===== src/rtl/axi_arb_pkg.sv =====
// axi_arb_pkg: shared types and constants for the AXI read arbiter.
//   state_e     : arbiter FSM states
//   GRANT_*     : grant encoding, which is also the low ARID bit
//   BURST_*/SIZE_8B : AXI field encodings used by the requesters
package axi_arb_pkg;

   typedef enum logic [1:0] {
      IDLE = 2'd0,
      ADDR = 2'd1,
      DATA = 2'd2
   } state_e;

   localparam logic       GRANT_IF   = 1'b0;
   localparam logic       GRANT_DM   = 1'b1;

   localparam logic [1:0] BURST_INCR = 2'b01;
   localparam logic [1:0] BURST_WRAP = 2'b10;
   localparam logic [2:0] SIZE_8B    = 3'b011;

endpackage


===== src/rtl/axi_arb_grant.sv =====
// axi_arb_grant: combinational winner picker for the two read requesters.
//   if_req, dm_req : pending AR requests
//   last_grant     : requester that won the previous grant
//   grant          : winner (GRANT_IF / GRANT_DM), meaningful when grant_valid
//   grant_valid    : at least one request pending
// Build option: ARB_ROUND_ROBIN_EN alternates the winner on contention;
// without it the data stage always beats fetch.
module axi_arb_grant
   import axi_arb_pkg::*;
(
   input  logic if_req,
   input  logic dm_req,
   input  logic last_grant,
   output logic grant,
   output logic grant_valid
);

   always_comb begin
      grant_valid = if_req | dm_req;
      grant       = GRANT_DM;
      if (if_req && !dm_req) begin
         grant = GRANT_IF;
      end
`ifdef ARB_ROUND_ROBIN_EN
      else if (if_req && dm_req) begin
         grant = ~last_grant;
      end
`endif
   end

`ifndef ARB_ROUND_ROBIN_EN
   // Fixed priority ignores history.
   logic unused_last_grant;
   assign unused_last_grant = last_grant;
`endif

endmodule


===== src/rtl/axi_read_arbiter.sv =====
// axi_read_arbiter: shares one AXI4 read master between instruction fetch
// (if_*) and the data-memory stage (dm_*), one burst at a time.
//   clk, reset        : clock, asynchronous active-high reset
//   if_ar*/dm_ar*     : requester AR channels (arready is combinational in IDLE)
//   if_r*/dm_r*       : requester R channels; rdata is broadcast during DATA
//   m_axi_ar*/m_axi_r*: master read port, ARID = {zeros, grant}
//   err_rid, err_len  : sticky protocol errors, cleared only by reset
// Build option: ARB_ROUND_ROBIN_EN selects round-robin arbitration
// (default: fixed priority, data stage wins).
//
// state | meaning
// IDLE  | waiting for a request; winner gets arready this cycle
// ADDR  | presenting latched AR fields until m_axi_arready
// DATA  | routing R beats to the granted requester until accepted rlast
module axi_read_arbiter
   import axi_arb_pkg::*;
#(
   parameter int ID_WIDTH   = 13,
   parameter int ADDR_WIDTH = 64,
   parameter int DATA_WIDTH = 64
) (
   input  logic                  clk,
   input  logic                  reset,
   input  logic [ADDR_WIDTH-1:0] if_araddr,
   input  logic [7:0]            if_arlen,
   input  logic [2:0]            if_arsize,
   input  logic [1:0]            if_arburst,
   input  logic                  if_arvalid,
   output logic                  if_arready,
   output logic [DATA_WIDTH-1:0] if_rdata,
   output logic                  if_rlast,
   output logic                  if_rvalid,
   input  logic                  if_rready,
   input  logic [ADDR_WIDTH-1:0] dm_araddr,
   input  logic [7:0]            dm_arlen,
   input  logic [2:0]            dm_arsize,
   input  logic [1:0]            dm_arburst,
   input  logic                  dm_arvalid,
   output logic                  dm_arready,
   output logic [DATA_WIDTH-1:0] dm_rdata,
   output logic                  dm_rlast,
   output logic                  dm_rvalid,
   input  logic                  dm_rready,
   output logic [ID_WIDTH-1:0]   m_axi_arid,
   output logic [ADDR_WIDTH-1:0] m_axi_araddr,
   output logic [7:0]            m_axi_arlen,
   output logic [2:0]            m_axi_arsize,
   output logic [1:0]            m_axi_arburst,
   output logic                  m_axi_arvalid,
   input  logic                  m_axi_arready,
   input  logic [ID_WIDTH-1:0]   m_axi_rid,
   input  logic [DATA_WIDTH-1:0] m_axi_rdata,
   input  logic                  m_axi_rlast,
   input  logic                  m_axi_rvalid,
   output logic                  m_axi_rready,
   output logic                  err_rid,
   output logic                  err_len
);

   state_e                state_q, state_d;
   logic                  grant_q, grant_d;
   logic [ADDR_WIDTH-1:0] addr_q, addr_d;
   logic [7:0]            len_q, len_d;
   logic [2:0]            size_q, size_d;
   logic [1:0]            burst_q, burst_d;
   logic [7:0]            beat_cnt_q, beat_cnt_d;
   logic                  err_rid_q, err_rid_d;
   logic                  err_len_q, err_len_d;
   logic                  last_grant;
   logic                  pick, pick_valid;
   logic                  rid_ok;

`ifdef ARB_ROUND_ROBIN_EN
   logic last_grant_q, last_grant_d;
   assign last_grant = last_grant_q;
`else
   assign last_grant = GRANT_IF;
`endif

   axi_arb_grant u_grant (
      .if_req      (if_arvalid),
      .dm_req      (dm_arvalid),
      .last_grant  (last_grant),
      .grant       (pick),
      .grant_valid (pick_valid)
   );

   assign m_axi_arid    = {{(ID_WIDTH-1){1'b0}}, grant_q};
   assign m_axi_araddr  = addr_q;
   assign m_axi_arlen   = len_q;
   assign m_axi_arsize  = size_q;
   assign m_axi_arburst = burst_q;
   assign err_rid       = err_rid_q;
   assign err_len       = err_len_q;
   assign rid_ok        = (m_axi_rid == m_axi_arid);

   always_comb begin
      state_d       = state_q;
      grant_d       = grant_q;
      addr_d        = addr_q;
      len_d         = len_q;
      size_d        = size_q;
      burst_d       = burst_q;
      beat_cnt_d    = beat_cnt_q;
      err_rid_d     = err_rid_q;
      err_len_d     = err_len_q;
`ifdef ARB_ROUND_ROBIN_EN
      last_grant_d  = last_grant_q;
`endif
      if_arready    = 1'b0;
      dm_arready    = 1'b0;
      m_axi_arvalid = 1'b0;
      m_axi_rready  = 1'b0;
      if_rvalid     = 1'b0;
      dm_rvalid     = 1'b0;
      if_rlast      = 1'b0;
      dm_rlast      = 1'b0;
      if_rdata      = '0;
      dm_rdata      = '0;

      case (state_q)
         IDLE: begin
            if (pick_valid) begin
               if_arready = (pick == GRANT_IF);
               dm_arready = (pick == GRANT_DM);
               grant_d    = pick;
               addr_d     = (pick == GRANT_DM) ? dm_araddr  : if_araddr;
               len_d      = (pick == GRANT_DM) ? dm_arlen   : if_arlen;
               size_d     = (pick == GRANT_DM) ? dm_arsize  : if_arsize;
               burst_d    = (pick == GRANT_DM) ? dm_arburst : if_arburst;
`ifdef ARB_ROUND_ROBIN_EN
               last_grant_d = pick;
`endif
               state_d    = ADDR;
            end
         end
         ADDR: begin
            m_axi_arvalid = 1'b1;
            if (m_axi_arready) begin
               beat_cnt_d = '0;
               state_d    = DATA;
            end
         end
         DATA: begin
            if_rdata = m_axi_rdata;
            dm_rdata = m_axi_rdata;
            if (!rid_ok) begin
               // Foreign beat: swallow it so the master side cannot stall.
               m_axi_rready = 1'b1;
            end else begin
               m_axi_rready = (grant_q == GRANT_DM) ? dm_rready : if_rready;
               if_rvalid    = m_axi_rvalid && (grant_q == GRANT_IF);
               dm_rvalid    = m_axi_rvalid && (grant_q == GRANT_DM);
               if_rlast     = m_axi_rlast  && (grant_q == GRANT_IF);
               dm_rlast     = m_axi_rlast  && (grant_q == GRANT_DM);
            end
            if (m_axi_rvalid && m_axi_rready) begin
               if (!rid_ok) begin
                  err_rid_d = 1'b1;
               end else begin
                  beat_cnt_d = beat_cnt_q + 8'd1;
                  if (m_axi_rlast != (beat_cnt_q == len_q)) begin
                     err_len_d = 1'b1;
                  end
                  if (m_axi_rlast) begin
                     state_d = IDLE;
                  end
               end
            end
         end
         default: state_d = IDLE;
      endcase
   end

   always_ff @(posedge clk or posedge reset) begin
      if (reset) begin
         state_q      <= IDLE;
         grant_q      <= GRANT_IF;
         addr_q       <= '0;
         len_q        <= '0;
         size_q       <= '0;
         burst_q      <= '0;
         beat_cnt_q   <= '0;
         err_rid_q    <= 1'b0;
         err_len_q    <= 1'b0;
`ifdef ARB_ROUND_ROBIN_EN
         last_grant_q <= GRANT_IF;
`endif
      end else begin
         state_q      <= state_d;
         grant_q      <= grant_d;
         addr_q       <= addr_d;
         len_q        <= len_d;
         size_q       <= size_d;
         burst_q      <= burst_d;
         beat_cnt_q   <= beat_cnt_d;
         err_rid_q    <= err_rid_d;
         err_len_q    <= err_len_d;
`ifdef ARB_ROUND_ROBIN_EN
         last_grant_q <= last_grant_d;
`endif
      end
   end

endmodule


===== config.mk =====
export PLATFORM = sky130hd
export DESIGN_NAME = axi_read_arbiter
export DESIGN_NICKNAME = d
export VERILOG_FILES = /design/src/rtl/axi_arb_pkg.sv /design/src/rtl/axi_arb_grant.sv /design/src/rtl/axi_read_arbiter.sv
export SDC_FILE = /design/constraint.sdc
export NUM_CORES = 1
export LEC_CHECK = 0
export ABC_AREA = 1
export BUFFER_PORTS_ARGS = -buffer_cell sky130_fd_sc_hd__buf_2
export CORE_AREA = 4 4 181 183
export CTS_CLUSTER_DIAMETER = 200
export DETAILED_ROUTE_END_ITERATION = 16
export DIE_AREA = 0 0 185 187
export PLACE_DENSITY = 0.42
export SYNTH_ARGS = -nofsm -noshare
export SYNTH_HDL_FRONTEND = slang
export SYNTH_SLANG_ARGS = --single-unit

===== constraint.sdc =====
create_clock -name clk -period 4.13 [get_ports clk]
set_clock_uncertainty 0.1 [all_clocks]
set_input_delay 1.0325 -clock clk [delete_from_list [all_inputs] [get_ports clk]]
set_output_delay 1.0325 -clock clk [all_outputs]
set_load 0.02 [all_outputs]

======== After elaboration in Yosys (flattened, before gate mapping) ========
Index checks and enable logic that the tools add are counted.
W data, S select, Z words.
operators by class
  bitwise logic cells ..................... 3
  mux-type cells .......................... 33
  reductions and logical operators ........ 14
  add/sub/neg operators ................... 1
  eq/ne operators ......................... 10
operators by type and width
  kind                   count
  $mux W64               2
  $mux W8                4
  $mux W1                18
  $pmux W8 S2            1
  $eq A13 B1 Y1          1
  $mux W2                6
  $ne A2 B2 Y1 const B   5
  $add A8 B1 Y8 const B  1
  $eq A8 B8 Y1           1
  $reduce_and A4 Y1      2
  $logic_and A1 B1 Y1    6
  $pmux W2 S3            1
  $reduce_and A5 Y1      1
  $mux W3                1
  $reduce_and A3 Y1      1
  $eq A2 B1 Y1 const B   1
  $eq A2 B2 Y1 const B   1
  $logic_not A2 Y1       1
  $not A1 Y1             2
  $reduce_and A2 Y1      1
  $reduce_bool A2 Y1     1
  $logic_not A1 Y1       1
  $ne A1 B1 Y1           1
  $or A1 B1 Y1           1
word-level totals
  register bits ........................... 90
  output and inout port bits .............. 228
  word-level logic and storage cells ...... 70
  bits of input ports ..................... 240

======== Longest topological paths before layout ========
  depth after elaboration ................. 6
  depth in mapped cells ................... 11
  gate-level depth less buffers ........... 11

======== Hierarchy ========
A second synthesis with hierarchy kept.
second synthesis, totals
  cells, all modules ...................... 772
  area total of the unflattened synthesis .. 5403.9 µm²
modules (own cells, without submodules)
  module            cells an instance  area an instance (µm²)  times used  sequential area each (µm²)
  axi_read_arbiter  768                5388.9                  1           2252.2
  axi_arb_grant     4                  15.0                    1           0.0

======== Least setup slack after synthesis ========
No wires, ideal clock.
  path type ............................... input to output
  start point ............................. input m_axi_rid[8]
  end point ............................... output dm_rlast
  slack ................................... 913 ps
  arrival ................................. 2085 ps
  path buffers ............................ 0
  required time ........................... 2998 ps
  cell stages on the path ................. 5
  cells stage by stage .................... nor2_1 > nand2_1 > nor2_1 > nand2_2 > nor4_1
on the way
  cells in the longest elaborated chain, start to end .. 3
RTL lines
  element          RTL line                 source
  start, declared  axi_read_arbiter.sv:51   input logic [ID_WIDTH-1:0] m_axi_rid,
  $eq A13 B1 Y1    axi_read_arbiter.sv:95   assign rid_ok = (m_axi_rid == m_axi_arid);
  $mux W1          axi_read_arbiter.sv:147  if (!rid_ok) begin
  $mux W1          axi_read_arbiter.sv:121  case (state_q)
  end, declared    axi_read_arbiter.sv:41   output logic dm_rlast,
Every way passes these cells.

======== Worst setup path in the final report ========
  start point ............................. input m_axi_rid[8]
  end point ............................... output dm_rvalid
on the way
  cells in the longest elaborated chain, start to end .. 3
RTL lines
  element        RTL line                 source
  $eq A13 B1 Y1  axi_read_arbiter.sv:95
  $mux W1        axi_read_arbiter.sv:147
  $mux W1        axi_read_arbiter.sv:121
  end, declared  axi_read_arbiter.sv:42   output logic dm_rvalid,
Every way passes these cells.

==> results_dict.tcl <==
set metrics [dict create \
    status "completed" \
    fin_area_um2 8000 \
    synth_commonest_cells "163 x nor2_1, 124 x nand2_1, 106 x o21ai_1, 90 x dfrtp_1, 88 x inv_1" \
    max-vdd-ir-drop_mv 0.278 \
    fill_cells 3613 \
    slowest_delay_ns 0.22 \
    synth-compound-area-share_pct 15.4 \
    maxSlewHeadroom_pct 39.6 \
    hold_viol 0 \
    synth-seq-cells 90 \
    async_flop_share_pct 100 \
    slew_viol_final 0 \
    clk_path_buf_depth 2 \
    rsz0062_at_grt "no" \
    worstSetupPathType "in2out" \
    synth.avg_cell_area_um2 6.99 \
    hpwl_mm 20.6 \
    cp_top_family "simple AND/OR/NAND/NOR gates" \
    area_delta_synth_final_pct 43.9 \
    critical_path.max_fanout 6 \
    synth_top_cell_by_area "dfrtp_1" \
    postSynthCellCount 795 \
    dpl.cell_count 1554 \
    cts_setup_buffers 0 \
    leakagePower_nw 4.70 \
    drc_errors 0 \
    drt.antenna.violating_nets 0 \
    firstDrtPassIters 4 \
    grt_overflow_total 0 \
    crit_arrival_ns 2.02 \
    seqCellArea_um2 2250 \
    setup_violations 0 \
    via_per_inst 4.08 \
    r2r_cells 6 \
    postCtsHoldBufs 0 \
    dpl_cell_area_um2 7700 \
    track_usage_pct 14.0 \
    pwr-share-clk_pct 15.7 \
    wl_per_cell_um 16.4 \
    end_kind "output port" \
    syn_area_um2 5560 \
    antenna_found_initial 6 \
    htree_num_levels 3 \
    synth_top_family_by_area "simple AND/OR/NAND/NOR gates" \
    drt_iter0_drc 178 \
    vias 6410 \
    ys.flop_type "dfrtp_1" \
    min_path_type "reg2reg" \
    ys_top_cells_by_area "dfrtp_1 41%, buf_4 11%, nor2_1 11%" \
    yosys.area_share.simple_pct 23.1 \
    gp_congestion 0.819 \
    clkLatencyLatePin_ns 0.36 \
    clk_pin_slew_ns 0.06 \
    synth_warnings 0 \
    drv_cap 0 \
    synth_cell_types 28 \
    start_util_pct 17.8 \
    drive_gt1_share_pct 42.7 \
    grt_pass1_vias 6366 \
    pwr-share-comb_pct 55.2 \
    path_buf_inv 2 \
    p_int_mw 2.63 \
    slowest_stage "buf_2" \
    die_w_um 185 \
    cts_resized 0 \
    p_switching_mw 2.64 \
    cp.depth 7 \
    yosysTopAreaCellShare_pct 40.5 \
    hold_depth 2 \
    synth_xor_area_share_pct 0.315 \
    placementRows 65 \
    post-route-period-util_pct 76.2 \
    fmax_mhz 318 \
    die_h_um 187 \
    seqPwrFrac_pct 29.1 \
    root_buffer "clkbuf_16" \
    nets 1404 \
    p_sw_share_pct 50.2 \
    synthAdderAreaFrac_pct 0.225 \
    timing_worst_slew_pin_value_ns 0.906 \
    cts_tree "yes" \
    synth_mux_area_share_pct 0 \
    synth_edf_count 0 \
    setup_tns_ns 0 \
    grt_max_degree 85 \
    numCtsBuffers 9 \
    grt_pass1_wl_mm 37.1 \
    cp.required_ns 3.00 \
    port_buffers 455 \
    cts.sinks 90 \
    startpoint_type "primary input" \
    wl_mm 25.8 \
    finalCriticalPeriod_ns 3.15 \
    ioPinCount 468 \
    final_cell_count_no_fill 1573 \
    synth-seq-area-share_pct 40.5 \
    dieArea_um2 34600 \
    crit_path_cell_trace "buf_2, nor2_1, nand2_1, nor2_1, nand2_2, nor4_1, buf_2" \
    yosysMostFrequentCell "nor2_1" \
    core_area_um2 31200 \
    p_per_area_nw_per_um2 659 \
    multi_input_area_um2 2230 \
]
[path summary, 6_finish.rpt]
kind / startpoint / end / slack (ns)
min: m_axi_araddr[51]$_DFFE_PP0P_ / m_axi_araddr[51]$_DFFE_PP0P_ / 0.38
max reg2reg: state_q[1]$_DFFE_PP0P_ / m_axi_arburst[0]$_DFFE_PP0P_ / 2.02
max: m_axi_rid[8] / dm_rvalid / 0.98
min reg2reg: m_axi_araddr[51]$_DFFE_PP0P_ / m_axi_araddr[51]$_DFFE_PP0P_ / 0.38
max in group asynchronous: reset / beat_cnt_q[2]$_DFFE_PP0P_ / 2.54
min in group asynchronous: reset / m_axi_araddr[14]$_DFFE_PP0P_ / 0.71
[routing by layer]
layer | routed length [um] | up-vias | share of wire (%) | global-route usage [%]
met5 | 47 | - | 0.18 | 0
met4 | 688 | 6 | 2.7 | 5.36
met3 | 2160 | 31 | 8.4 | 4.12
met2 | 13300 | 329 | 51 | 25.6
met1 | 9610 | 2916 | 37 | 15.1
li1 | - | 3128 | - | -
[flip-flops by register name, indices dropped and copies added, names as in the netlist]
signal and cells:
grant_q 1, err_len 1, beat_cnt_q 8, m_axi_arlen 8, state_q 2, err_rid 1
m_axi_araddr 64, m_axi_arburst 2, m_axi_arsize 3
[tightest hold or removal path: cells and delay by family, from the launching register on]
family	cells	cell delay, ns
DFF	1	0.34
AOI/OAI and AO/OA	1	0.06
and+or+nand+nor	1	0.05
[power groups by stage]
| stage | registers [mW] | clock network (mW) | logic (mW) |
|---|---|---|---|
| global placement | 1.54 | 0 | 2.99 |
| global route | 1.59 | 0.901 | 3.20 |
| finish | 1.53 | 0.829 | 2.91 |
| floorplan | 1.99 | 0 | 1.54 |
| detailed placement | 1.54 | 0 | 2.98 |
| CTS | 1.54 | 0.869 | 2.98 |
[layout make-up]
type                            instances  area share (%)
Clock buffer                           11            3.16
Clock inverter                          5           0.454
Tap cell                              402            6.29
Antenna cell                            3          0.0939
Sequential cell                        90            28.2
Timing Repair Buffer                  463            29.4
Inverter                               96            4.60
Multi-Input combinational cell        503            27.9
[layout by cell type (no fill, tap or decap), types with 2 or more instances in the layout]
cell,n
buf_2,455
nor2_1,163
nand2_1,123
o21ai_1,106
dfrtp_1,90
inv_1,87
o21ai_0,46
nand3_1,13
conb_1,12
clkbuf_16,9
inv_2,7
o22ai_1,7
buf_4,7
nand4_1,5
a21oi_1,5
nor4_1,4
diode_2,3
nand2_2,3
nor2_2,2
xnor2_1,2
o21bai_1,2
nand2_4,2
clkinv_4,2
nor3_1,2
clkinv_2,2
clkbuf_8,2
inv_6,2
[logic make-up (layout without fill, tap and decap cells)]
group | count (synthesis) | count (layout)
adders and majority gates | 1 | 1
xor gates and xnor gates | 2 | 2
buffers and inverters | 213 | 575
AOI/OAI and AO/OA | 167 | 167
and+or+nand+nor | 321 | 321
other | 1 | 15
DFF | 90 | 90
[metrics by stage]
stage / worst slack [ns] / total power, mW / hold WS, ns / utilization [%]
floorplan: 0.662 / 3.52 / 0.383 / -
global placement: 1.00 / 4.53 / 0.361 / 24.7
detailed placement: 0.985 / 4.52 / 0.362 / 24.7
CTS: 0.926 / 5.38 / 0.383 / 25.6
global route: 0.778 / 5.69 / 0.406 / 25.6
finish: 0.982 / 5.27 / 0.384 / 25.6
(Power assumes the default switching activity.)
